File: src/rtl/dsram_req_ctrl_if.sv
// dsram_req_ctrl_if: MEM1 request, SRAM bus, flush and MEM2 response signals.
interface dsram_req_ctrl_if #(parameter int TAG_W = 4);
    logic             m1s_req_valid;
    logic             m1s_req_wr;
    logic [TAG_W-1:0] m1s_req_tag;
    logic             m1s_req_stall;
    logic             data_sram_req;
    logic             data_sram_addr_ok;
    logic             data_sram_data_ok;
    logic [31:0]      data_sram_rdata;
    logic             ws_flush;
    logic             m2s_data_ok;
    logic [31:0]      m2s_rdata;
    logic [TAG_W-1:0] m2s_data_tag;
    logic             m2s_data_wr;
    logic             m2s_pending;
    logic             req_full;
    logic             req_empty;
    logic             proto_err;
    modport slave (
        input  m1s_req_valid, m1s_req_wr, m1s_req_tag, data_sram_addr_ok,
               data_sram_data_ok, data_sram_rdata, ws_flush,
        output m1s_req_stall, data_sram_req, m2s_data_ok, m2s_rdata, m2s_data_tag,
               m2s_data_wr, m2s_pending, req_full, req_empty, proto_err
    );
    modport master (
        output m1s_req_valid, m1s_req_wr, m1s_req_tag, data_sram_addr_ok,
               data_sram_data_ok, data_sram_rdata, ws_flush,
        input  m1s_req_stall, data_sram_req, m2s_data_ok, m2s_rdata, m2s_data_tag,
               m2s_data_wr, m2s_pending, req_full, req_empty, proto_err
    );
endinterface

File: src/rtl/dsram_req_ctrl.sv
// dsram_req_ctrl: in-order tracker of outstanding data-SRAM requests with flush cancellation.
module dsram_req_ctrl #(
    parameter int DEPTH = 2,
    parameter int TAG_W = 4
) (
    input  logic               clk,
    input  logic               reset,
    dsram_req_ctrl_if.slave    bus
);
    localparam int PW = $clog2(DEPTH);
    logic [PW-1:0]    wr_ptr_q, wr_ptr_d, rd_ptr_q, rd_ptr_d;
    logic [PW:0]      count_q, count_d, live_cnt_q, live_cnt_d;
    logic             cancel_q [DEPTH];
    logic             cancel_d [DEPTH];
    logic             wr_q [DEPTH];
    logic             wr_d [DEPTH];
    logic [TAG_W-1:0] tag_q [DEPTH];
    logic [TAG_W-1:0] tag_d [DEPTH];
    logic             proto_err_q, proto_err_d;
    logic             full, empty, req, push, pop, deliver;
    always_comb begin
        full    = count_q == (PW+1)'(DEPTH);
        empty   = count_q == '0;
        req     = bus.m1s_req_valid && !full && !bus.ws_flush;
        push    = req && bus.data_sram_addr_ok;
        pop     = bus.data_sram_data_ok && !empty;
        // pop sees the pre-flush cancel bit so a live head is still delivered
        deliver = pop && !cancel_q[rd_ptr_q];
        wr_ptr_d    = wr_ptr_q + PW'(push);
        rd_ptr_d    = rd_ptr_q + PW'(pop);
        count_d     = count_q + (PW+1)'(push) - (PW+1)'(pop);
        live_cnt_d  = bus.ws_flush ? '0 : live_cnt_q + (PW+1)'(push) - (PW+1)'(deliver);
        proto_err_d = proto_err_q || (bus.data_sram_data_ok && empty);
        for (int i = 0; i < DEPTH; i++) begin
            cancel_d[i] = bus.ws_flush ? 1'b1 : (push && wr_ptr_q == PW'(i)) ? 1'b0 : cancel_q[i];
            wr_d[i]     = (push && wr_ptr_q == PW'(i)) ? bus.m1s_req_wr : wr_q[i];
            tag_d[i]    = (push && wr_ptr_q == PW'(i)) ? bus.m1s_req_tag : tag_q[i];
        end
    end
    always_ff @(posedge clk) begin
        if (reset) begin
            wr_ptr_q    <= '0;
            rd_ptr_q    <= '0;
            count_q     <= '0;
            live_cnt_q  <= '0;
            proto_err_q <= 1'b0;
            for (int i = 0; i < DEPTH; i++) begin
                cancel_q[i] <= 1'b0;
                wr_q[i]     <= 1'b0;
                tag_q[i]    <= '0;
            end
        end else begin
            wr_ptr_q    <= wr_ptr_d;
            rd_ptr_q    <= rd_ptr_d;
            count_q     <= count_d;
            live_cnt_q  <= live_cnt_d;
            proto_err_q <= proto_err_d;
            for (int i = 0; i < DEPTH; i++) begin
                cancel_q[i] <= cancel_d[i];
                wr_q[i]     <= wr_d[i];
                tag_q[i]    <= tag_d[i];
            end
        end
    end
    assign bus.data_sram_req = req;
    assign bus.m1s_req_stall = bus.m1s_req_valid && !push;
    assign bus.m2s_data_ok   = deliver;
    assign bus.m2s_rdata     = bus.data_sram_rdata;
    assign bus.m2s_data_tag  = tag_q[rd_ptr_q];
    assign bus.m2s_data_wr   = wr_q[rd_ptr_q];
    assign bus.m2s_pending   = live_cnt_q != '0;
    assign bus.req_full      = full;
    assign bus.req_empty     = empty;
    assign bus.proto_err     = proto_err_q;
endmodule

File: src/flat_wrapper.sv
// flat-port wrapper written by rule: the top's interface ports become plain ports
module dsram_req_ctrl_flat 
#(
    parameter int DEPTH = 2,
    parameter int TAG_W = 4
)
  (clk, reset, bus_m1s_req_valid, bus_m1s_req_wr, bus_m1s_req_tag, bus_data_sram_addr_ok, bus_data_sram_data_ok, bus_data_sram_rdata, bus_ws_flush, bus_m1s_req_stall, bus_data_sram_req, bus_m2s_data_ok, bus_m2s_rdata, bus_m2s_data_tag, bus_m2s_data_wr, bus_m2s_pending, bus_req_full, bus_req_empty, bus_proto_err);
  dsram_req_ctrl_if #(.TAG_W(TAG_W)) bus_i ();
  input  logic clk;
  input  logic reset;
  input wire logic [$bits(bus_i.m1s_req_valid)-1:0] bus_m1s_req_valid;
  input wire logic [$bits(bus_i.m1s_req_wr)-1:0] bus_m1s_req_wr;
  input wire logic [$bits(bus_i.m1s_req_tag)-1:0] bus_m1s_req_tag;
  input wire logic [$bits(bus_i.data_sram_addr_ok)-1:0] bus_data_sram_addr_ok;
  input wire logic [$bits(bus_i.data_sram_data_ok)-1:0] bus_data_sram_data_ok;
  input wire logic [$bits(bus_i.data_sram_rdata)-1:0] bus_data_sram_rdata;
  input wire logic [$bits(bus_i.ws_flush)-1:0] bus_ws_flush;
  output wire logic [$bits(bus_i.m1s_req_stall)-1:0] bus_m1s_req_stall;
  output wire logic [$bits(bus_i.data_sram_req)-1:0] bus_data_sram_req;
  output wire logic [$bits(bus_i.m2s_data_ok)-1:0] bus_m2s_data_ok;
  output wire logic [$bits(bus_i.m2s_rdata)-1:0] bus_m2s_rdata;
  output wire logic [$bits(bus_i.m2s_data_tag)-1:0] bus_m2s_data_tag;
  output wire logic [$bits(bus_i.m2s_data_wr)-1:0] bus_m2s_data_wr;
  output wire logic [$bits(bus_i.m2s_pending)-1:0] bus_m2s_pending;
  output wire logic [$bits(bus_i.req_full)-1:0] bus_req_full;
  output wire logic [$bits(bus_i.req_empty)-1:0] bus_req_empty;
  output wire logic [$bits(bus_i.proto_err)-1:0] bus_proto_err;
  assign bus_i.m1s_req_valid = bus_m1s_req_valid;
  assign bus_i.m1s_req_wr = bus_m1s_req_wr;
  assign bus_i.m1s_req_tag = bus_m1s_req_tag;
  assign bus_i.data_sram_addr_ok = bus_data_sram_addr_ok;
  assign bus_i.data_sram_data_ok = bus_data_sram_data_ok;
  assign bus_i.data_sram_rdata = bus_data_sram_rdata;
  assign bus_i.ws_flush = bus_ws_flush;
  assign bus_m1s_req_stall = bus_i.m1s_req_stall;
  assign bus_data_sram_req = bus_i.data_sram_req;
  assign bus_m2s_data_ok = bus_i.m2s_data_ok;
  assign bus_m2s_rdata = bus_i.m2s_rdata;
  assign bus_m2s_data_tag = bus_i.m2s_data_tag;
  assign bus_m2s_data_wr = bus_i.m2s_data_wr;
  assign bus_m2s_pending = bus_i.m2s_pending;
  assign bus_req_full = bus_i.req_full;
  assign bus_req_empty = bus_i.req_empty;
  assign bus_proto_err = bus_i.proto_err;
  dsram_req_ctrl #(.DEPTH(DEPTH), .TAG_W(TAG_W)) u_core (.clk(clk), .reset(reset), .bus(bus_i));
endmodule
File: config.mk
export PLATFORM = sky130hd
export DESIGN_NAME = dsram_req_ctrl_flat
export DESIGN_NICKNAME = d
export VERILOG_FILES = /design/src/rtl/dsram_req_ctrl_if.sv /design/src/rtl/dsram_req_ctrl.sv /design/src/flat_wrapper.sv
export SDC_FILE = /design/constraint.sdc
export NUM_CORES = 1
export LEC_CHECK = 0
export ABC_CLOCK_PERIOD_IN_PS = 3200
export BUFFER_PORTS_ARGS = -buffer_cell sky130_fd_sc_hd__buf_2
export CELL_PAD_IN_SITES_DETAIL_PLACEMENT = 2
export CELL_PAD_IN_SITES_GLOBAL_PLACEMENT = 2
export CORE_MARGIN = 2
export CORE_UTILIZATION = 23
export DETAILED_ROUTE_END_ITERATION = 7
export HOLD_SLACK_MARGIN = 0.12
export PLACE_DENSITY = 0.86
export SETUP_SLACK_MARGIN = 0.02
export SLEW_MARGIN = 40
export SYNTH_ARGS = -nofsm -noshare
export SYNTH_HDL_FRONTEND = slang
export SYNTH_SLANG_ARGS = --single-unit
File: constraint.sdc
create_clock -name clk -period 3.2 [get_ports clk]
set_clock_uncertainty 0.2 [all_clocks]
set_input_delay 0.16 -clock clk [delete_from_list [all_inputs] [get_ports clk]]
set_output_delay 0.16 -clock clk [all_outputs]
set_load 0.1 [all_outputs]
; Word level (Yosys, flattened, before mapping)
; Memory sizes are Yosys's and may differ from the RTL's. A register that Yosys moved wholly into a read port is not among the register bits.
; Index checks and enable logic that the tools add are counted.
[op_classes]
addsub = 6
mul = 0
div_mod_pow = 0
order_cmp = 0
n_eq_ne = 5
n_shift = 0
n_mux = 20
bitwise_logic = 7
n_reduce_logical = 22
[ops]
columns = op, n
row1 = 2-to-1 mux 1 bit, 16
row2 = 2-to-1 mux 4 bit, 4
row3 = logical AND 1 bit, 9
row4 = AND reduction 2 bit, 4
row5 = OR 1 bit, 6
row6 = zero test 1 bit, 5
row7 = adder 2 x 1 -> 2 bit, 2
row8 = "inequality test 2 bit, second input constant", 2
row9 = subtractor 2 x 1 -> 2 bit, 2
row10 = adder 1 bit, 2
row11 = "equality test 2 bit, second input constant", 1
row12 = zero test 2 bit, 1
row13 = "inequality test 1 bit, second input constant", 2
row14 = nonzero test 2 bit, 1
row15 = OR reduction 2 bit, 1
row16 = logical OR 1 bit, 1
row17 = inverter 1 bit, 1
[word_totals]
ff_bits = 7
latch_bits = 0
mem_bits_rw = 12
romBits = 0
inputBits = 43
output_inout_bits = 44
word_cells = 68
n_memories = 3
[memory_table]
columns = memory, depth, width, rd, rd_clocked_by_memory_dff, write_ports, line
row1 = u_core.tag_q, 2, 4, 1, 1, 2, dsram_req_ctrl.sv:17  ; logic [TAG_W-1:0] tag_q [DEPTH];
row2 = u_core.cancel_q, 2, 1, 1, 1, 2, dsram_req_ctrl.sv:13  ; logic cancel_q [DEPTH];
row3 = u_core.wr_q, 2, 1, 1, 1, 2, dsram_req_ctrl.sv:15  ; logic wr_q [DEPTH];

; Longest topological paths before layout
; Gate-level depths: netlist of the first run.
[depth]
ltp_word = 9
depth_mapped = 8
depth_no_buf = 7

; Worst setup path before layout of the first run
; OpenSTA, ideal clock, no wires.
[synth_timing]
kind = flip-flop to output port
from = register u_core.count_q[1]
to = output port bus_data_sram_req
t_arrival_ps = 3168
required_time_ps = 2840
slack_ps = -328
path_stages_with_launch = 3
path_buffers = 0
path_cell_list = dfxtp_1 nor2b_1 nor3b_1
[synth_via]
elab_chain_len = 4
[synth_rtl]
columns = element, line
row1 = start: declaration, dsram_req_ctrl.sv:12  ; logic [PW:0] count_q, count_d, live_cnt_q, live_cnt_d;
row2 = start signal: assignment, dsram_req_ctrl.sv:55  ; count_q <= count_d;
row3 = equality test 2 bit, dsram_req_ctrl.sv:22  ; full = count_q == (PW+1)'(DEPTH);
row4 = named net bus_req_full, flat_wrapper.sv:25  ; output wire logic [$bits(bus_i.req_full)-1:0] bus_req_full;
row5 = zero test 1 bit, dsram_req_ctrl.sv:24  ; req = bus.m1s_req_valid && !full && !bus.ws_flush;
row6 = logical AND 1 bit (2 in a row), dsram_req_ctrl.sv:24
row7 = end: declaration, flat_wrapper.sv:19  ; output wire logic [$bits(bus_i.data_sram_req)-1:0] bus_data_sram_req;
; The timed path passes the listed nets, and every way through them passes these cells.

; Worst setup path after layout of the first run
[layout_timing]
from = input port bus_ws_flush
to = register u_core.live_cnt_q[0]
[layout_via]
elab_chain_len = 5
word_cells_on_any_way = 6
cone_classes = add/sub (2) / reduce/logical (4)
[layout_rtl]
columns = element, line
row1 = start: declaration, flat_wrapper.sv:17  ; input wire logic [$bits(bus_i.ws_flush)-1:0] bus_ws_flush;
row2 = zero test 1 bit, dsram_req_ctrl.sv:24
row3 = logical AND 1 bit, dsram_req_ctrl.sv:24
row4 = logical AND 1 bit, dsram_req_ctrl.sv:25  ; push = req && bus.data_sram_addr_ok;
row5 = adder 2 x 1 -> 2 bit, dsram_req_ctrl.sv:32  ; live_cnt_d = bus.ws_flush ? '0 : live_cnt_q + (PW+1)'(push) - (PW+1)'(deliver);
row6 = subtractor 2 x 1 -> 2 bit, dsram_req_ctrl.sv:32
row7 = end signal: assignment, dsram_req_ctrl.sv:56  ; live_cnt_q <= live_cnt_d;
row8 = end: declaration, dsram_req_ctrl.sv:12
; Several ways; a longest one is shown, not always the timed one.
; A chain may end at the register's enable or synchronous reset.

==> results.toml, run 1 <==
[floorplan]
fp.dieH_um = 74.9
io_pins = 87
placementRows = 25
die_area_sq_um = 5610
core-area_sq_um = 4790
start_util_pct = 24.2
die_w_um = 74.9

[worst_hold_path]
min_path_cells = 0
hold_end = "bus_m2s_rdata[10]"
worstHoldStart = "bus_data_sram_rdata[10]"
holdCritPathClass = "in2out"

[power_and_ir_drop]
p_clk_share_pct = 16.8
seqPwrFrac_pct = 33.2
p_total_w = 0.000963
internal-power_w = 0.000510
power_switching_w = 0.000454
vdd_drop_max_mv = 0.340
power_frac_comb_pct = 50.0
swShare_pct = 47.1
powerDensity_nw_per_um2 = 775
leakage_nw = 0.544

[detailed_routing]
drc = 0
via_count = 673
drt_pass1_iterations = 2
wire_per_inst_um = 12.8
ant_nets = 0
routed_wl_mm = 2.19
via_per_inst = 3.94
drt_iter0_markers = 35

[placement]
hpwl_mm = 1.77
port_buffers = 22
finalWeightedCongestion = 0.748

[synthesis]
synth_top_area_share_pct = 31.2
ys_types = 23
syn-cell-area_sq_um = 1160
synth-seq-cells = 19
synth_area_leaders = "edfxtp_1 (31%), buf_4 (21%), dfxtp_1 (12%)"
synth_warnings = 0
syn_inst = 103
syn-mean-instance-area_sq_um = 11.2
synth_nets = 152
synth-seq-area-share_pct = 43.3
synth_top_area_cell = "edfxtp_1"

[global_route]
gr-total-overflow = 0
grt_use_total_pct = 8.24
grt_pass1_wl_mm = 3.33
antenna_found_initial = 0
grt_max_degree = 15
grt_pass1_vias = 724

[critical_path]
required_ns = 3.14
worstReg2RegEnd = "u_core.live_cnt_q[0]$_SDFF_PP0_"
path_class = "in2reg"
critPathMaxFanout = 8
timing.rr.start = "u_core.count_q[1]$_SDFF_PP0_"
rrSetupSlack_ns = 0.72
arrival_ns = 2.56
critPathLaunchType = "input pin"
end_kind = "register"
reg2reg_depth = 5

[cells_and_area]
fill_cells = 524
register_area_sq_um = 500
drive_gt1_share_pct = 35.6
syn2layout_area_growth_pct = 7.47
final_cell_mix = "buf_2 (22), edfxtp_1 (12), dlygate4sd3_1 (9), inv_1 (7), dfxtp_1 (7)"
layout_commonest_cell = "buf_2"
nets = 154
multiInputGateArea_sq_um = 387
diodes = 0

[cts]
cts_max_level = 1
clock_latency_ns = 0.25
clock_path_buffers = 2
cts_tree = "done"
clockRootBuffer = "clkbuf_8"
cts.clk_slew.worst_paths_ns = 0.07
numCtsBuffers = 3
clock-sinks = 19

[sta]
min_period_ns = 2.62
hold_viol_final = 0
slew_viol_final = 0
post-route-period-util_pct = 81.8
tightest_slew_ns = 0.724
setup_viol = 0
finalSetupTns_ns = 0
slew_headroom_pct = 51.0
fmax_ghz = 0.382
rsz0062_at_grt = "no"

[status]
outcome = "finished clean"

[flow_run]
cap_violations = 0
==> kinds of logic after synthesis <==
family,Yosys count,share of synthesized area (%)
fa+ha+maj,6,6.49
buf+inv,41,23.9
xor+xnor,2,3.90
flops,19,43.3
simple gates,24,12.7
compound gates,4,2.71
mux,7,7.03
==> synthesized netlist by cell type (all sizes together) <==
cell type,instances
a21oi,1
and2,6
buf,34
dfxtp,7
edfxtp,12
ha,6
inv,7
mux2,6
mux2i,1
nor2,4
nor2b,4
nor3,1
nor3b,2
nor4b,1
o21a,1
o21ba,1
o31a,1
or2,3
or3,2
or3b,1
xnor3,2
==> critical path, stage by stage <==
cell           delay [ns]
dlygate4sd3_1        0.53
buf_2                0.17
nor4b_1              0.67
ha_1                 0.34
nor3b_1              0.13
dlygate4sd3_1        0.55
==> stage by stage <==
step | hold slack (ns) | utilization (%) | instance area (sq um) | setup WS [ns] | instances
global route | 0.120 | 26.0 | 1240 | 0.457 | 171
global placement | 0.121 | 23.1 | 1110 | 1.08 | 158
finish | 0.120 | 26.0 | 1240 | 0.583 | 171
CTS | 0.121 | 26.0 | 1240 | 0.571 | 171
detailed placement | 0.121 | 23.1 | 1110 | 1.04 | 158
floorplan | 0.0361 | - | 1160 | 0.604 | 103
==> routing by layer <==
layer	global-route usage (%)	share of wire, %
met4	4.37	1.7
met3	2.95	7.1
met5	0	0
met1	7.78	36
met2	15.4	55
==> registers in the layout, summed over array words and instances (netlist names) <==
name                  flops
u_core.wr_ptr_q           1
u_core.cancel_q           2
u_core.bus.proto_err      1
u_core.rd_ptr_q           1
u_core.wr_q               2
u_core.count_q            2
u_core.tag_q              8
u_core.live_cnt_q         2
==> area by class of cell <==
| cell class | instances | area share, % |
|---|---|---|
| clock buffer | 4 | 3.63 |
| timing repair buffer | 31 | 16.1 |
| inverter | 7 | 2.11 |
| tap | 67 | 6.75 |
| multi-input combinational | 43 | 31.1 |
| sequential | 19 | 40.3 |
==> power groups by stage <==
stage | clock (W) | combinational, W | sequential, W
2_1_floorplan | 0 | 0.000582 | 0.000330
5_1_grt | 0.000178 | 0.000506 | 0.000327
3_5_place_dp | 0 | 0.000476 | 0.000326
3_3_place_gp | 0 | 0.000461 | 0.000322
6_report | 0.000162 | 0.000482 | 0.000320
4_1_cts | 0.000171 | 0.000489 | 0.000321
==> timing repair <==
action,CTS,global route
resized for setup,0,0
hold endpoints to repair,16,0
buffers inserted,0,0
hold buffers,9,0
endpoints found under the setup margin,0,0
==> worst max-delay path by stage <==
| stage | startpoint | endpoint | cells past startpoint |
|---|---|---|---|
| global route | bus_ws_flush | u_core.live_cnt_q[0]$_SDFF_PP0_ | 6 |
| global placement | u_core.count_q[1]$_SDFF_PP0_ | u_core.tag_q[1][2]$_DFFE_PP_ | 4 |
| CTS | bus_ws_flush | u_core.live_cnt_q[0]$_SDFF_PP0_ | 6 |
| floorplan | u_core.count_q[1]$_SDFF_PP0_ | u_core.tag_q[0][0]$_DFFE_PP_ | 5 |
| finish | bus_ws_flush | u_core.live_cnt_q[0]$_SDFF_PP0_ | 6 |
| detailed placement | u_core.count_q[1]$_SDFF_PP0_ | u_core.tag_q[1][1]$_DFFE_PP_ | 4 |
(Power assumes the default switching activity.)
==> run 2: changes to the inputs <==
- ABC_CLOCK_PERIOD_IN_PS: 3200 -> 2300
- CORE_UTILIZATION: 23 -> 19
- PLACE_DENSITY: 0.86 -> 0.77
- clock period: 3.2 -> 2.3 ns (I/O delays scaled with it)
==> results.toml, run 2 (synthesis results as in run 1) <==
[status]
outcome = "finished clean"

[cells_and_area]
syn2layout_area_growth_pct = 22.6
final_cell_mix = "buf_2 (54), edfxtp_1 (12), dlygate4sd3_1 (8), inv_1 (7), dfxtp_1 (7)"
post-route-cell-area_sq_um = 1420
top_register = "u_core.tag_q"
layout_commonest_cell = "buf_2"
post-route-util_pct = 24.1
drive_gt1_share_pct = 52.9
largest_reg_flops = 8
diodes = 0
nets = 186

[detailed_routing]
routed_wl_mm = 2.52
ant_nets = 0
drt_pass1_iterations = 2
wire_per_inst_um = 11.9
via_per_inst = 3.75
drt_iter0_markers = 23
via_count = 792
drc = 0

[sta]
setup_viol = 0
slew_viol_final = 0
min_period_ns = 1.98
rsz0062_at_grt = "no"
post-route-period-util_pct = 86.0
fmax_ghz = 0.505
tightest_slew_ns = 0.504
hold_viol_final = 0
slew_headroom_pct = 66.6
finalSetupTns_ns = 0

[floorplan]
start_util_pct = 19.6
core-area_sq_um = 5890
placementRows = 28
io_pins = 87
die_w_um = 82.0
fp.dieH_um = 82.0
die_area_sq_um = 6720

[critical_path]
path_class = "reg2reg"
arrival_ns = 1.96
end_kind = "register"
timing.rr.start = "u_core.rd_ptr_q$_SDFF_PP0_"
required_ns = 2.28
rrSetupSlack_ns = 0.32
critPathMaxFanout = 8
critPathLaunchType = "register"
reg2reg_depth = 7
worstReg2RegEnd = "u_core.live_cnt_q[1]$_SDFF_PP0_"

[cts]
clock_path_buffers = 2
cts_tree = "done"
clock-sinks = 19
cts.clk_slew.worst_paths_ns = 0.07
cts_max_level = 1
cts_hold_buf = 40
numCtsBuffers = 3
clockRootBuffer = "clkbuf_8"
post_cts_buffers = 0
clock_latency_ns = 0.25
cts_resized = 0

[global_route]
grt_use_total_pct = 7.61
grt_max_degree = 15
grt_pass1_vias = 812
gr-total-overflow = 0
grt_pass1_wl_mm = 3.78
antenna_found_initial = 0

[power_and_ir_drop]
p_total_w = 0.00159
powerDensity_nw_per_um2 = 1120
vdd_drop_max_mv = 0.351
leakage_nw = 0.673

[worst_hold_path]
worstHoldStart = "u_core.bus.proto_err$_SDFF_PP0_"
hold_end = "u_core.bus.proto_err$_SDFF_PP0_"
holdCritPathClass = "reg2reg"
min_path_cells = 2

[placement]
hpwl_mm = 1.57
finalWeightedCongestion = 0.663
port_buffers = 22
placed_cell_area_sq_um = 1130

[flow_run]
cap_violations = 0
run 2: per-layer routing:
metal	GRT usage [%]	wire, um
met5	0	0
met4	5.00	61
met2	14.1	1420
met1	8.26	889
met3	0.440	147
run 2: through the flow:
step / setup WS [ns] / hold slack, ns / instances
after floorplan: 0.0892 / -0.00885 / 103
after global placement: 0.411 / 0.0307 / 167
after detailed placement: 0.333 / 0.0307 / 167
after CTS: 0.295 / 0.259 / 211
after global routing: 0.146 / 0.289 / 211
final: 0.322 / 0.256 / 211
run 2: where the power goes:
group	total, W	internal, W	switching (W)
Combinational	0.000912	0.000202	0.000711
Sequential	0.000450	0.000406	0.0000433
Clock	0.000230	0.000120	0.000110
Total	0.00159	0.000728	0.000864
run 2: worst max-delay path, stage by stage (launching register included):
cell and delay, ns:
dfxtp_1 0.53, mux2i_1 0.12, and2_2 0.21, ha_1 0.29, inv_1 0.06, ha_1 0.15, xnor3_1 0.22, nor3_1 0.12
run 2: final cells by class:
cell class | instances | area, sq um
clock buffers | 3 | 41.3
clock inverters | 1 | 5.00
fillers | 670 | 4470
inverters | 7 | 26.3
multi-input cells | 43 | 393
flip-flops and latches | 19 | 500
well taps | 75 | 93.8
repair buffers | 63 | 358
run 2: worst max-delay path by stage:
| stage | from | slack (ns) | to | cells after the start |
|---|---|---|---|---|
| 2_1_floorplan | u_core.count_q[1]$_SDFF_PP0_ | 0.09 | u_core.tag_q[0][0]$_DFFE_PP_ | 5 |
| 3_3_place_gp | u_core.count_q[1]$_SDFF_PP0_ | 0.41 | u_core.tag_q[0][1]$_DFFE_PP_ | 6 |
| 3_5_place_dp | u_core.rd_ptr_q$_SDFF_PP0_ | 0.33 | u_core.live_cnt_q[1]$_SDFF_PP0_ | 7 |
| 4_1_cts | u_core.rd_ptr_q$_SDFF_PP0_ | 0.29 | u_core.live_cnt_q[1]$_SDFF_PP0_ | 7 |
| 5_1_grt | u_core.rd_ptr_q$_SDFF_PP0_ | 0.15 | u_core.live_cnt_q[1]$_SDFF_PP0_ | 7 |
| 6_report | u_core.rd_ptr_q$_SDFF_PP0_ | 0.32 | u_core.live_cnt_q[1]$_SDFF_PP0_ | 7 |
